`src/rtl/truth_table_sequencer_pkg.sv`:
```
// Shared types and constants for the truth-table sequencer.
// Holds the FSM state enum, the vector-count helper and the settle-counter width.
package tt_seq_pkg;

  // Settle counter width; covers the largest legal settle time of 15 cycles.
  localparam int unsigned CNT_W      = 4;
  localparam int unsigned SETTLE_MAX = 15;

  typedef enum logic [1:0] {
    StIdle,
    StDrive,
    StSample,
    StDone
  } state_e;

  function automatic int unsigned n_vec(input int unsigned n_in);
    return 32'd1 << n_in;
  endfunction

endpackage

```
`src/rtl/truth_table_sequencer_if.sv`:
```
// Stimulus/result bundle between the sequencer and its user.
// The master side requests sweeps and supplies f; the slave side is the sequencer.
interface truth_table_sequencer_if
  import tt_seq_pkg::*;
#(
  parameter int unsigned N_IN = 4
);
  localparam int unsigned N_VEC = n_vec(N_IN);

  logic             start;
  logic [N_VEC-1:0] exp_tt;
  logic             f_in;
  logic [N_IN-1:0]  x;
  logic             busy;
  logic             done;
  logic             pass;
  logic [N_VEC-1:0] tt;
  logic [N_IN:0]    err_count;
  logic [N_IN-1:0]  first_err_idx;

  modport master (
    output start, exp_tt, f_in,
    input  x, busy, done, pass, tt, err_count, first_err_idx
  );

  modport slave (
    input  start, exp_tt, f_in,
    output x, busy, done, pass, tt, err_count, first_err_idx
  );

endinterface

```
`src/rtl/truth_table_sequencer_settle_timer.sv`:
```
// Loadable up counter with a terminal-count flag.
// Counts while enabled; load takes priority and restarts from load_val.
module settle_timer
  import tt_seq_pkg::*;
#(
  parameter int unsigned W = CNT_W
) (
  input  logic         clk,
  input  logic         rst_n,
  input  logic         load,
  input  logic [W-1:0] load_val,
  input  logic         en,
  input  logic [W-1:0] limit,
  output logic         tc
);

  logic [W-1:0] count_q, count_d;

  always_comb begin
    count_d = count_q;
    if (load) begin
      count_d = load_val;
    end else if (en) begin
      count_d = count_q + 1'b1;
    end
  end

  always_ff @(posedge clk or negedge rst_n) begin
    if (!rst_n) begin
      count_q <= '0;
    end else begin
      count_q <= count_d;
    end
  end

  assign tc = (count_q == limit);

endmodule

```
`src/rtl/truth_table_sequencer.sv`:
```
// Sweeps every input vector of a combinational function, captures its truth table
// and compares it against a latched expected table.
module truth_table_sequencer
  import tt_seq_pkg::*;
#(
  parameter int unsigned N_IN   = 4,
  parameter int unsigned SETTLE = 2
) (
  input logic                    clk,
  input logic                    rst_n,
  truth_table_sequencer_if.slave bus
);

  localparam int unsigned        N_VEC      = n_vec(N_IN);
  localparam logic [N_IN-1:0]    LAST_VEC   = {N_IN{1'b1}};
  localparam logic [CNT_W-1:0]   SETTLE_TC  = CNT_W'(SETTLE - 1);

  state_e           state_q, state_d;
  logic [N_IN-1:0]  x_q;
  logic [N_VEC-1:0] tt_q;
  logic [N_VEC-1:0] exp_q;
  logic [N_IN:0]    err_q;
  logic [N_IN-1:0]  first_q;

  logic accept;
  logic in_drive;
  logic sampling;
  logic last_vec;
  logic mismatch;
  logic settle_tc;
  logic timer_load;

  // A start is only honoured when no sweep is running.
  assign accept     = ((state_q == StIdle) || (state_q == StDone)) && bus.start;
  assign in_drive   = (state_q == StDrive);
  assign sampling   = (state_q == StSample);
  assign last_vec   = (x_q == LAST_VEC);
  assign mismatch   = (bus.f_in != exp_q[x_q]);
  assign timer_load = accept || (in_drive && settle_tc);

  settle_timer #(
    .W (CNT_W)
  ) u_settle_timer (
    .clk      (clk),
    .rst_n    (rst_n),
    .load     (timer_load),
    .load_val ('0),
    .en       (in_drive),
    .limit    (SETTLE_TC),
    .tc       (settle_tc)
  );

  always_ff @(posedge clk or negedge rst_n) begin
    if (!rst_n) begin
      state_q <= StIdle;
    end else begin
      state_q <= state_d;
    end
  end

  always_comb begin
    state_d = state_q;
    unique case (state_q)
      StIdle, StDone: begin
        if (bus.start) begin
          state_d = StDrive;
        end
      end
      StDrive: begin
        if (settle_tc) begin
          state_d = StSample;
        end
      end
      StSample: begin
        state_d = last_vec ? StDone : StDrive;
      end
      default: state_d = StIdle;
    endcase
  end

  // Vector counter, capture register and mismatch bookkeeping.
  always_ff @(posedge clk or negedge rst_n) begin
    if (!rst_n) begin
      x_q     <= '0;
      tt_q    <= '0;
      exp_q   <= '0;
      err_q   <= '0;
      first_q <= '0;
    end else if (accept) begin
      x_q     <= '0;
      tt_q    <= '0;
      exp_q   <= bus.exp_tt;
      err_q   <= '0;
      first_q <= '0;
    end else if (sampling) begin
      tt_q[x_q] <= bus.f_in;
      if (mismatch) begin
        err_q <= err_q + 1'b1;
        if (err_q == '0) begin
          first_q <= x_q;
        end
      end
      // The final vector stays on x; there is no wrap back to 0.
      if (!last_vec) begin
        x_q <= x_q + 1'b1;
      end
    end
  end

  always_comb begin
    bus.busy = 1'b0;
    bus.done = 1'b0;
    bus.pass = 1'b0;
    unique case (state_q)
      StDrive, StSample: bus.busy = 1'b1;
      StDone: begin
        bus.done = 1'b1;
        bus.pass = (err_q == '0);
      end
      default: ;
    endcase
  end

  assign bus.x             = x_q;
  assign bus.tt            = tt_q;
  assign bus.err_count     = err_q;
  assign bus.first_err_idx = first_q;

endmodule
```
`src/flat_wrapper.sv`:
```
// flat-port wrapper written by rule: the top's interface ports become plain ports
module truth_table_sequencer_flat import tt_seq_pkg::*;
#(
  parameter int unsigned N_IN   = 4,
  parameter int unsigned SETTLE = 2
)
  (clk, rst_n, bus_start, bus_exp_tt, bus_f_in, bus_x, bus_busy, bus_done, bus_pass, bus_tt, bus_err_count, bus_first_err_idx);
  truth_table_sequencer_if #(.N_IN(N_IN)) bus_i ();
  input logic clk;
  input logic rst_n;
  input wire logic [$bits(bus_i.start)-1:0] bus_start;
  input wire logic [$bits(bus_i.exp_tt)-1:0] bus_exp_tt;
  input wire logic [$bits(bus_i.f_in)-1:0] bus_f_in;
  output wire logic [$bits(bus_i.x)-1:0] bus_x;
  output wire logic [$bits(bus_i.busy)-1:0] bus_busy;
  output wire logic [$bits(bus_i.done)-1:0] bus_done;
  output wire logic [$bits(bus_i.pass)-1:0] bus_pass;
  output wire logic [$bits(bus_i.tt)-1:0] bus_tt;
  output wire logic [$bits(bus_i.err_count)-1:0] bus_err_count;
  output wire logic [$bits(bus_i.first_err_idx)-1:0] bus_first_err_idx;
  assign bus_i.start = bus_start;
  assign bus_i.exp_tt = bus_exp_tt;
  assign bus_i.f_in = bus_f_in;
  assign bus_x = bus_i.x;
  assign bus_busy = bus_i.busy;
  assign bus_done = bus_i.done;
  assign bus_pass = bus_i.pass;
  assign bus_tt = bus_i.tt;
  assign bus_err_count = bus_i.err_count;
  assign bus_first_err_idx = bus_i.first_err_idx;
  truth_table_sequencer #(.N_IN(N_IN), .SETTLE(SETTLE)) u_core (.clk(clk), .rst_n(rst_n), .bus(bus_i));
endmodule
```
`config.mk`:
```
export PLATFORM = sky130hd
export DESIGN_NAME = truth_table_sequencer_flat
export DESIGN_NICKNAME = d
export VERILOG_FILES = /design/src/rtl/truth_table_sequencer_pkg.sv /design/src/rtl/truth_table_sequencer_if.sv /design/src/rtl/truth_table_sequencer_settle_timer.sv /design/src/rtl/truth_table_sequencer.sv /design/src/flat_wrapper.sv
export SDC_FILE = /design/constraint.sdc
export NUM_CORES = 1
export LEC_CHECK = 0
export CORE_ASPECT_RATIO = 0.6
export CORE_MARGIN = 2
export CORE_UTILIZATION = 56
export DETAILED_ROUTE_END_ITERATION = 8
export GPL_ROUTABILITY_DRIVEN = 0
export PLACE_DENSITY_LB_ADDON = 0.05
export SETUP_SLACK_MARGIN = 0.4
export SYNTH_ARGS = -nofsm -noshare
export SYNTH_HDL_FRONTEND = slang
export SYNTH_HIERARCHICAL = 1
export SYNTH_SLANG_ARGS = --single-unit
```
`constraint.sdc`:
```
create_clock -name clk -period 4.8 [get_ports clk]
set_input_delay 0.96 -clock clk [delete_from_list [all_inputs] [get_ports clk]]
set_output_delay 0.96 -clock clk [all_outputs]
set_load 0.01 [all_outputs]
```
Yosys cells after proc, flatten, opt, wreduce, memory -nomap -nowiden:

Index checks and enable logic that the tools add are counted.

* bits in registers: 51
* input bits: 20
* output and inout port bits: 32
* word-level logic and storage cells: 64

* add/subtract/negate cells: 3
* order comparisons: 2
* equal/unequal tests: 9
* mux-type cells: 26
* reductions and logical operators: 17

Operators by type and width (number)
* 4-bit two-way mux: 9
* 16-bit two-way mux: 2
* 16-bit bitwise mux: 1
* 5-bit two-way mux: 3
* 4-bit by 1-bit adder with 4-bit output (second input constant): 2
* 2-bit nonzero test: 4
* 2-bit two-way mux: 3
* 2-bit case mux with 3 select lines: 1
* 2-bit AND reduction: 3
* 5-bit by 1-bit adder with 5-bit output (second input constant): 1
* 5-bit zero test: 1
* 4-bit by 5-bit less-than comparator with 1-bit output (second input constant): 1
* 1-bit two-way mux: 5
* 1-bit binary-select mux with 4-bit select: 1
* 1-bit demux with 4-bit select: 1
* 2-bit == test (second input constant): 2
* 4-bit by 1-bit == test with 1-bit output (second input constant): 1
* 4-bit == test (second input constant): 1
* 4-bit by 1-bit greater-or-equal comparator with 1-bit output (second input constant): 1
* 2-bit != test (second input constant): 2
* 2-bit OR reduction: 2
* 1-bit logical AND: 3
* 3-bit AND reduction: 1
* 2-bit by 1-bit == test with 1-bit output (second input constant): 1
* other kinds (4): 5

Longest topological paths before layout:

Gate-level depths: netlist (run 1).

* word-level depth: 7
* gate-level depth with buffers: 8
* depth with buffers taken out: 7

Modules after synthesis:

The synthesis (run 1) kept the hierarchy.

By module, submodules not included
* truth_table_sequencer: instances 1, cells an instance 259, area each 2482.4 sq um, seq. area each 1176.1 sq um
* settle_timer: instances 1, cells an instance 23, area each 244.0 sq um, seq. area each 100.1 sq um

Least setup slack after synthesis (run 1):

Ideal clock, no wire load.

* path kind: reg-to-output
* start point: register u_core.err_q[0], in the netlist u_core/bus.err_count[0]
* end point: output port bus_pass
* arrival: 1468 ps
* setup slack: 2372 ps
* stages on the path, launching flop included: 5
* path buffers: 0
* cell sequence: dfrtp_1 > inv_1 > ha_1 > or4b_2 > nor2_1

* cells in the longest elaborated chain, start to end: 2

RTL lines
* start, declared: line truth_table_sequencer.sv:22 `logic [N_IN:0] err_q;`
* start signal, assigned: line truth_table_sequencer.sv:98 `err_q <= err_q + 1'b1;`
* 5-bit zero test: line truth_table_sequencer.sv:118 `bus.pass = (err_q == '0);`
* 1-bit two-way mux: line truth_table_sequencer.sv:114 `unique case (state_q)`
* end, declared: line flat_wrapper.sv:17 `output wire logic [$bits(bus_i.pass)-1:0] bus_pass;`

Every way passes these cells.

Worst setup path after layout (run 1):

Ends and elaborated chain as after synthesis.

==> results.toml, run 1 <==
[outcome]
run_status = "completed"

[route]
viasPerCell = 5.16
drt-initial-drc-count = 97
antenna_left = 0
wire_per_inst_microns = 14.5
finalWirelength_mm = 5.77
drc_errors = 0
drt_pre_antenna_iters = 4
vias = 2049

[floorplanning]
die_height_microns = 58.0
initial_standard_cell_utilization_of_the_core_pct = 58.8
core_region_area_sq_um = 4640
fp.dieArea_sq_um = 5460
placementRows = 19
horizontal_die_dimension_microns = 94.1
ioPinCount = 52

[sta]
fin_setup_tns_ns = 0
min_period_over_period_pct = 67.8
fmax_ghz = 0.307
setup_violations = 0
final.setup_skew_ns = 0.00792
min_period_ns = 3.25
rsz0062_at_grt = "no"
timing.max_slew.rel_slack_pct = 38.0
layout_setup_ws_ns = 1.55
max_slew_violation_count = 0
worst_slew_pin_slew_ns = 0.928
final_hold_violations = 0

[synth]
synthesis.yosys.warnings = 6
syn_area_per_cell_sq_um = 9.67
syn_area_sq_um = 2730
ys_dominant_reg_cell = "sky130_fd_sc_hd__dfrtp_1"
syn-instance-count = 282
yosysSeqAreaShare_pct = 46.8
async_flop_share_pct = 100
ys_ff_latch = 51
ys_types = 35
synth_edf_count = 0

[pwr]
power.static_leakage_nw = 1.63
worst_ir_drop_vdd_uv = 239
p_per_area_nw_per_um2 = 411

[layout]
diodes = 0
post_route_cell_area_sq_um = 3390
leading_cell_types_in_the_layout_fill_and_taps_excluded = "sky130_fd_sc_hd__nand2_1, sky130_fd_sc_hd__dfrtp_1, sky130_fd_sc_hd__clkdlybuf4s50_1"
synthToLayoutAreaGrowth_pct = 24.4
layout_commonest_cell = "sky130_fd_sc_hd__nand2_1"
share_of_final_layout_standard_cells_stronger_than_drive_strength_1_pct = 7.19
layoutNonFillerInstCount = 397
fin_nets = 365

[place]
placedInstanceArea_sq_um = 3290
place_worst_setup_slack_ns = 1.87
detailed_place_hpwl_mm = 4.18
placement.io_buffers = 51
placed_cells_incl_taps = 390

[critical_path]
rr_worst_depth = 5
critical_path_peak_fanout = 5
timing.setup.critical_path_class = "flop to output port"
regToRegSetupSlack_ns = 2.29
cpMaxStageDelayCell = "sky130_fd_sc_hd__or4b_2"
critical_path.startpoint_type = "flop"
r2r-end = "u_core/bus.err_count[3]$_DFFE_PN0P_"
timing.rr.start = "u_core/bus.x[1]$_DFFE_PN0P_"
worst_ep_arrival_time_ns = 2.29
critical-path-max-stage-delay_ns = 0.65
timing.critical_path.to_type = "output port"
crit_chain = "inv_1 > ha_1 > or4b_2 > nor2_1 > clkdlybuf4s50_1"
cp_data_required_time_ns = 3.84

[clocking]
clk_lat_worst_skew_ns = 0.29
clkSinkCount = 51
cts_htree_levels = 2
clk_root_buffer_cell = "sky130_fd_sc_hd__clkbuf_8"
postCtsResizedCells = 0
max-clock-path-buffers = 2
post_cts.repair.setup_buffers = 0
clk_transition_reported_paths_ns = 0.09
ctsHoldBuffers = 0
clock_tree_from_tritoncts = "done"
cts_made_buffers = 5

[min_path]
hp-start = "u_core/exp_q[2]$_DFFE_PN0P_"
hold_path.class = "flop to flop"
min_delay_path_depth = 2
timing.hold.worst_endpoint = "u_core/exp_q[2]$_DFFE_PN0P_"

[global_route]
pin_count_of_the_biggest_net_entering_global_routing = 52
global_route.overflow_total = 0
grt_util_all_layers_pct = 22.9
grt_first_pass_wirelength_mm = 9.72
antenna_found_initial = 0
via_count_of_the_first_global_routing_pass = 2047

[run]
drv_cap = 0
==> worst max-delay path, delay by kind of cell (launching register included) <==
kind / cells / cell delay (ns)
adders and majority gates: 1 / 0.14
buffers and inverters: 2 / 0.64
and+or+nand+nor: 2 / 0.77
DFF: 1 / 0.44
==> layout make-up <==
| class | instances | area (sq um) |
|---|---|---|
| multi-input cells | 214 | 1380 |
| flip-flops and latches | 51 | 1280 |
| fillers | 372 | 1240 |
| repair buffers | 53 | 520 |
| well taps | 63 | 78.8 |
| clock buffers | 6 | 72.6 |
| inverters | 9 | 33.8 |
| clock inverters | 1 | 30.0 |
==> where the power goes <==
| part | internal, mW | switching (mW) |
|---|---|---|
| clock network | 0.153 | 0.131 |
| logic | 0.224 | 0.285 |
| registers | 0.527 | 0.0757 |
==> cells in the mapped netlist (2+ instances only) <==
cell | number | area share, %
sky130_fd_sc_hd__xnor2_1 | 4 | 1.3
sky130_fd_sc_hd__mux2i_1 | 22 | 8.1
sky130_fd_sc_hd__dfrtp_1 | 51 | 47
sky130_fd_sc_hd__nand2_1 | 71 | 9.8
sky130_fd_sc_hd__a2111o_1 | 2 | 0.83
sky130_fd_sc_hd__ha_1 | 11 | 5.0
sky130_fd_sc_hd__nor2_1 | 23 | 3.2
sky130_fd_sc_hd__mux2_4 | 2 | 1.1
sky130_fd_sc_hd__mux2_1 | 4 | 1.7
sky130_fd_sc_hd__buf_1 | 4 | 0.55
sky130_fd_sc_hd__nor2b_1 | 4 | 0.92
sky130_fd_sc_hd__inv_1 | 9 | 1.2
sky130_fd_sc_hd__xor2_1 | 5 | 1.6
sky130_fd_sc_hd__nor3_1 | 2 | 0.37
sky130_fd_sc_hd__clkbuf_1 | 9 | 1.2
sky130_fd_sc_hd__conb_1 | 2 | 0.28
sky130_fd_sc_hd__and2_1 | 2 | 0.46
sky130_fd_sc_hd__mux4_2 | 2 | 1.7
sky130_fd_sc_hd__nand4_1 | 4 | 0.92
sky130_fd_sc_hd__mux2_2 | 5 | 2.1
sky130_fd_sc_hd__mux2i_4 | 2 | 1.7
sky130_fd_sc_hd__o21ai_1 | 2 | 0.37
sky130_fd_sc_hd__nand3_1 | 17 | 3.1
sky130_fd_sc_hd__and3_1 | 2 | 0.46
sky130_fd_sc_hd__a21oi_1 | 6 | 1.1
sky130_fd_sc_hd__o21ai_0 | 6 | 1.1
==> per-layer routing <==
metal	vias to the layer above	wire length, microns	global-route usage [%]
met2	57	2580	36.3
met5	-	0	0
met1	960	2760	33.4
met3	2	405	4.42
li1	1030	-	-
met4	0	23	5.18
==> sequential cells by signal, summed over array words and instances, names as in the netlist <==
signal	cells
u_core/u_settle_timer/count_q	4
u_core/bus.x	4
u_core/exp_q	16
u_core/bus.first_err_idx	4
u_core/bus.tt	16
u_core/state_q	2
u_core/bus.err_count	5
==> cells by family (layout without fill, tap and decap cells) <==
family / count (synthesis) / after routing / synth area share (%)
mux: 37 / 37 / 16.2
xor+xnor: 9 / 9 / 2.89
fa+ha+maj: 11 / 11 / 5.05
flops: 51 / 51 / 46.8
compound gates: 20 / 20 / 4.87
simple gates: 129 / 129 / 20.5
other cells: 2 / 8 / 0.275
buf+inv: 23 / 69 / 3.44
==> stage by stage <==
| stage | utilization, % | total power, mW | hold slack (ns) |
|---|---|---|---|
| 2_1_floorplan | - | 0.965 | 0.438 |
| 3_3_place_gp | 70.9 | 1.11 | 0.454 |
| 3_5_place_dp | 70.9 | 1.12 | 0.455 |
| 4_1_cts | 73.1 | 1.41 | 0.477 |
| 5_1_grt | 73.1 | 1.50 | 0.504 |
| 6_report | 73.1 | 1.40 | 0.472 |
==> how the worst max path moves through the flow <==
stage	start	end	slack, ns	cells after the start
2_1_floorplan	u_core/bus.err_count[0]$_DFFE_PN0P_	bus_pass	2.37	4
5_1_grt	u_core/bus.err_count[0]$_DFFE_PN0P_	bus_pass	1.48	5
6_report	u_core/bus.err_count[0]$_DFFE_PN0P_	bus_pass	1.55	5
4_1_cts	u_core/bus.err_count[0]$_DFFE_PN0P_	bus_pass	1.53	5
3_3_place_gp	u_core/bus.err_count[0]$_DFFE_PN0P_	bus_pass	1.93	5
3_5_place_dp	u_core/bus.err_count[0]$_DFFE_PN0P_	bus_pass	1.87	5
(Power assumes the default switching activity.)
==> run 2, diff against run 1 <==
- CORE_UTILIZATION: 56 -> 47
- clock period: 4.8 -> 2.6 ns (I/O delays scaled with it)
==> run 2 against run 1 <==
Compared with the run above:
- first-iteration DRC count rose by 48%
- combinational power grew 100%
- critical path depth rose by 1
- core utilization decreased by 8.7 points
- global-route usage shrank 0.86 points
- setup slack lost 1.2 ns
- die area is 18% higher
- clock skew shrank 0.0028 ns
- sequential share of layout area is 2.2 points lower
==> results.toml, run 2 (synthesized netlist as in run 1, its figures left out) <==
[critical_path]
cp_data_required_time_ns = 2.84
timing.rr.start = "u_core/bus.x[1]$_DFFE_PN0P_"
critical_path_peak_fanout = 6
worstSetupStartpoint = "u_core/bus.x[1]$_DFFE_PN0P_"
timing.critical_path.to_type = "flop"
worst_ep_arrival_time_ns = 2.48
timing.setup.critical_path_class = "flop to flop"
critical_path.startpoint_type = "flop"

[sta]
max_slew_violation_count = 0
fmax_ghz = 0.447
fin_setup_tns_ns = 0
min_period_ns = 2.24
min_period_over_period_pct = 86.1
rsz0062_at_grt = "yes"
final_hold_violations = 0
final.setup_skew_ns = 0.00512
worst_slew_pin_slew_ns = 0.543
setup_violations = 0
timing.max_slew.rel_slack_pct = 63.8

[global_route]
pin_count_of_the_biggest_net_entering_global_routing = 26
antenna_found_initial = 0
grt_first_pass_wirelength_mm = 10.8
grtUsageMet3_pct = 5.70
grt_util_all_layers_pct = 22.1
global_route.overflow_total = 0
use_met1_pct = 36.1
via_count_of_the_first_global_routing_pass = 2089
busiest_layer = "met1"
grt_util_met2_pct = 28.0

[layout]
synthToLayoutAreaGrowth_pct = 32.3
leading_cell_types_in_the_layout_fill_and_taps_excluded = "sky130_fd_sc_hd__nand2_1, sky130_fd_sc_hd__dfrtp_1, sky130_fd_sc_hd__clkdlybuf4s50_1"
share_of_final_layout_standard_cells_stronger_than_drive_strength_1_pct = 14.4
post-route-util_pct = 64.5
layout_commonest_cell = "sky130_fd_sc_hd__nand2_1"
fin_nets = 385
diodes = 0
final.fill_count = 484
layoutNonFillerInstCount = 435

[route]
drt-initial-drc-count = 144
antenna_left = 0
drc_errors = 0
finalWirelength_mm = 6.44
viasPerCell = 4.94
drt_pre_antenna_iters = 4
vias = 2150
wire_per_inst_microns = 14.8

[clocking]
clock_tree_from_tritoncts = "done"
ctsHoldBuffers = 0
clk_transition_reported_paths_ns = 0.09
max-clock-path-buffers = 2
cts_htree_levels = 2
cts_made_buffers = 5
clk_root_buffer_cell = "sky130_fd_sc_hd__clkbuf_8"
clk_lat_worst_skew_ns = 0.31
clkSinkCount = 51

[pwr]
worst_ir_drop_vdd_uv = 531
power.static_leakage_nw = 1.76
p_per_area_nw_per_um2 = 752

[floorplanning]
placementRows = 21
initial_standard_cell_utilization_of_the_core_pct = 48.7
core_region_area_sq_um = 5600
fp.dieArea_sq_um = 6450
horizontal_die_dimension_microns = 102
ioPinCount = 52
die_height_microns = 63.0

[outcome]
run_status = "completed"

[min_path]
hold_path.class = "input pin to async pin"

[place]
placement.io_buffers = 51
placed_cells_incl_taps = 416
detailed_place_hpwl_mm = 4.47

[run]
drv_cap = 0
==> run 2: changes by cell type in the layout (fill, tap and decap cells not counted), sizes merged <==
| cell | before | now |
|---|---|---|
| buf | 3 | 24 |
| clkdlybuf4s50 | 50 | 48 |
| clkbuf | 6 | 7 |
| dlymetal6s2s | 0 | 1 |
==> run 2: per-stage QoR <==
step / hold WS, ns / power [mW] / area (sq um) / setup slack (ns)
final: 0.0836 / 2.71 / 3610 / 0.361
after global routing: 0.0801 / 2.93 / 3610 / 0.295
after detailed placement: 0.426 / 2.10 / 3380 / 0.167
after global placement: 0.423 / 2.08 / 3380 / 0.211
after floorplan: 0.224 / 1.78 / 2750 / 0.411
after CTS: 0.0857 / 2.70 / 3570 / 0.369
==> run 2: timing repair <==
action / 4_1_cts / 5_1_grt
gates resized for setup: 9 / 6
buffers inserted: 9 / 2
pin swaps: 2 / 4
endpoints found under the setup margin: 9 / 11
==> run 2: final cells by class <==
type,count,area (sq um),share of cell area (%)
multi-input cells,214,1400,38.8
clock inverters,1,30.0,0.832
clock buffers,7,76.3,2.12
well taps,80,100,2.77
inverters,9,33.8,0.937
repair buffers,73,688,19.1
flip-flops and latches,51,1280,35.4
==> run 2: path summary, 6_finish.rpt <==
kind                       slack, ns  cells past startpoint                                           end
max in group asynchronous       1.84                      2                   u_core/bus.x[2]$_DFFE_PN0P_
min in group clk                0.48                      2                  u_core/exp_q[13]$_DFFE_PN0P_
hold / removal                  0.08                      1  u_core/u_settle_timer/count_q[3]$_DFFE_PN0P_
hold reg to reg                 0.48                      2                  u_core/exp_q[13]$_DFFE_PN0P_
setup / recovery                0.36                      6       u_core/bus.first_err_idx[0]$_DFFE_PN0P_
setup reg to reg                0.36                      6       u_core/bus.first_err_idx[0]$_DFFE_PN0P_
==> run 2: metal layers <==
| layer | up-vias | part of all wire, % | routed length [microns] |
|---|---|---|---|
| met5 | - | 0 | 0 |
| met4 | 0 | 1.1 | 71 |
| met3 | 8 | 6.0 | 384 |
| met2 | 63 | 38 | 2470 |
| met1 | 1008 | 55 | 3510 |
| li1 | 1071 | - | - |
==> run 2: power by group <==
part	switching (mW)	internal [mW]	leakage, nW	total [mW]
combinational	0.554	0.487	1.03	1.04
sequential	0.140	0.973	0.673	1.11
clock	0.271	0.289	0.0524	0.559
total	0.965	1.75	1.76	2.71
==> run 2: worst max-delay path: stages (launching register included) <==
cell                      delay, ns
sky130_fd_sc_hd__dfrtp_2       0.44
sky130_fd_sc_hd__buf_12        0.14
sky130_fd_sc_hd__mux2_4        0.29
sky130_fd_sc_hd__mux4_2        0.54
sky130_fd_sc_hd__mux2i_4       0.26
sky130_fd_sc_hd__a21oi_4       0.27
sky130_fd_sc_hd__mux2i_1       0.21
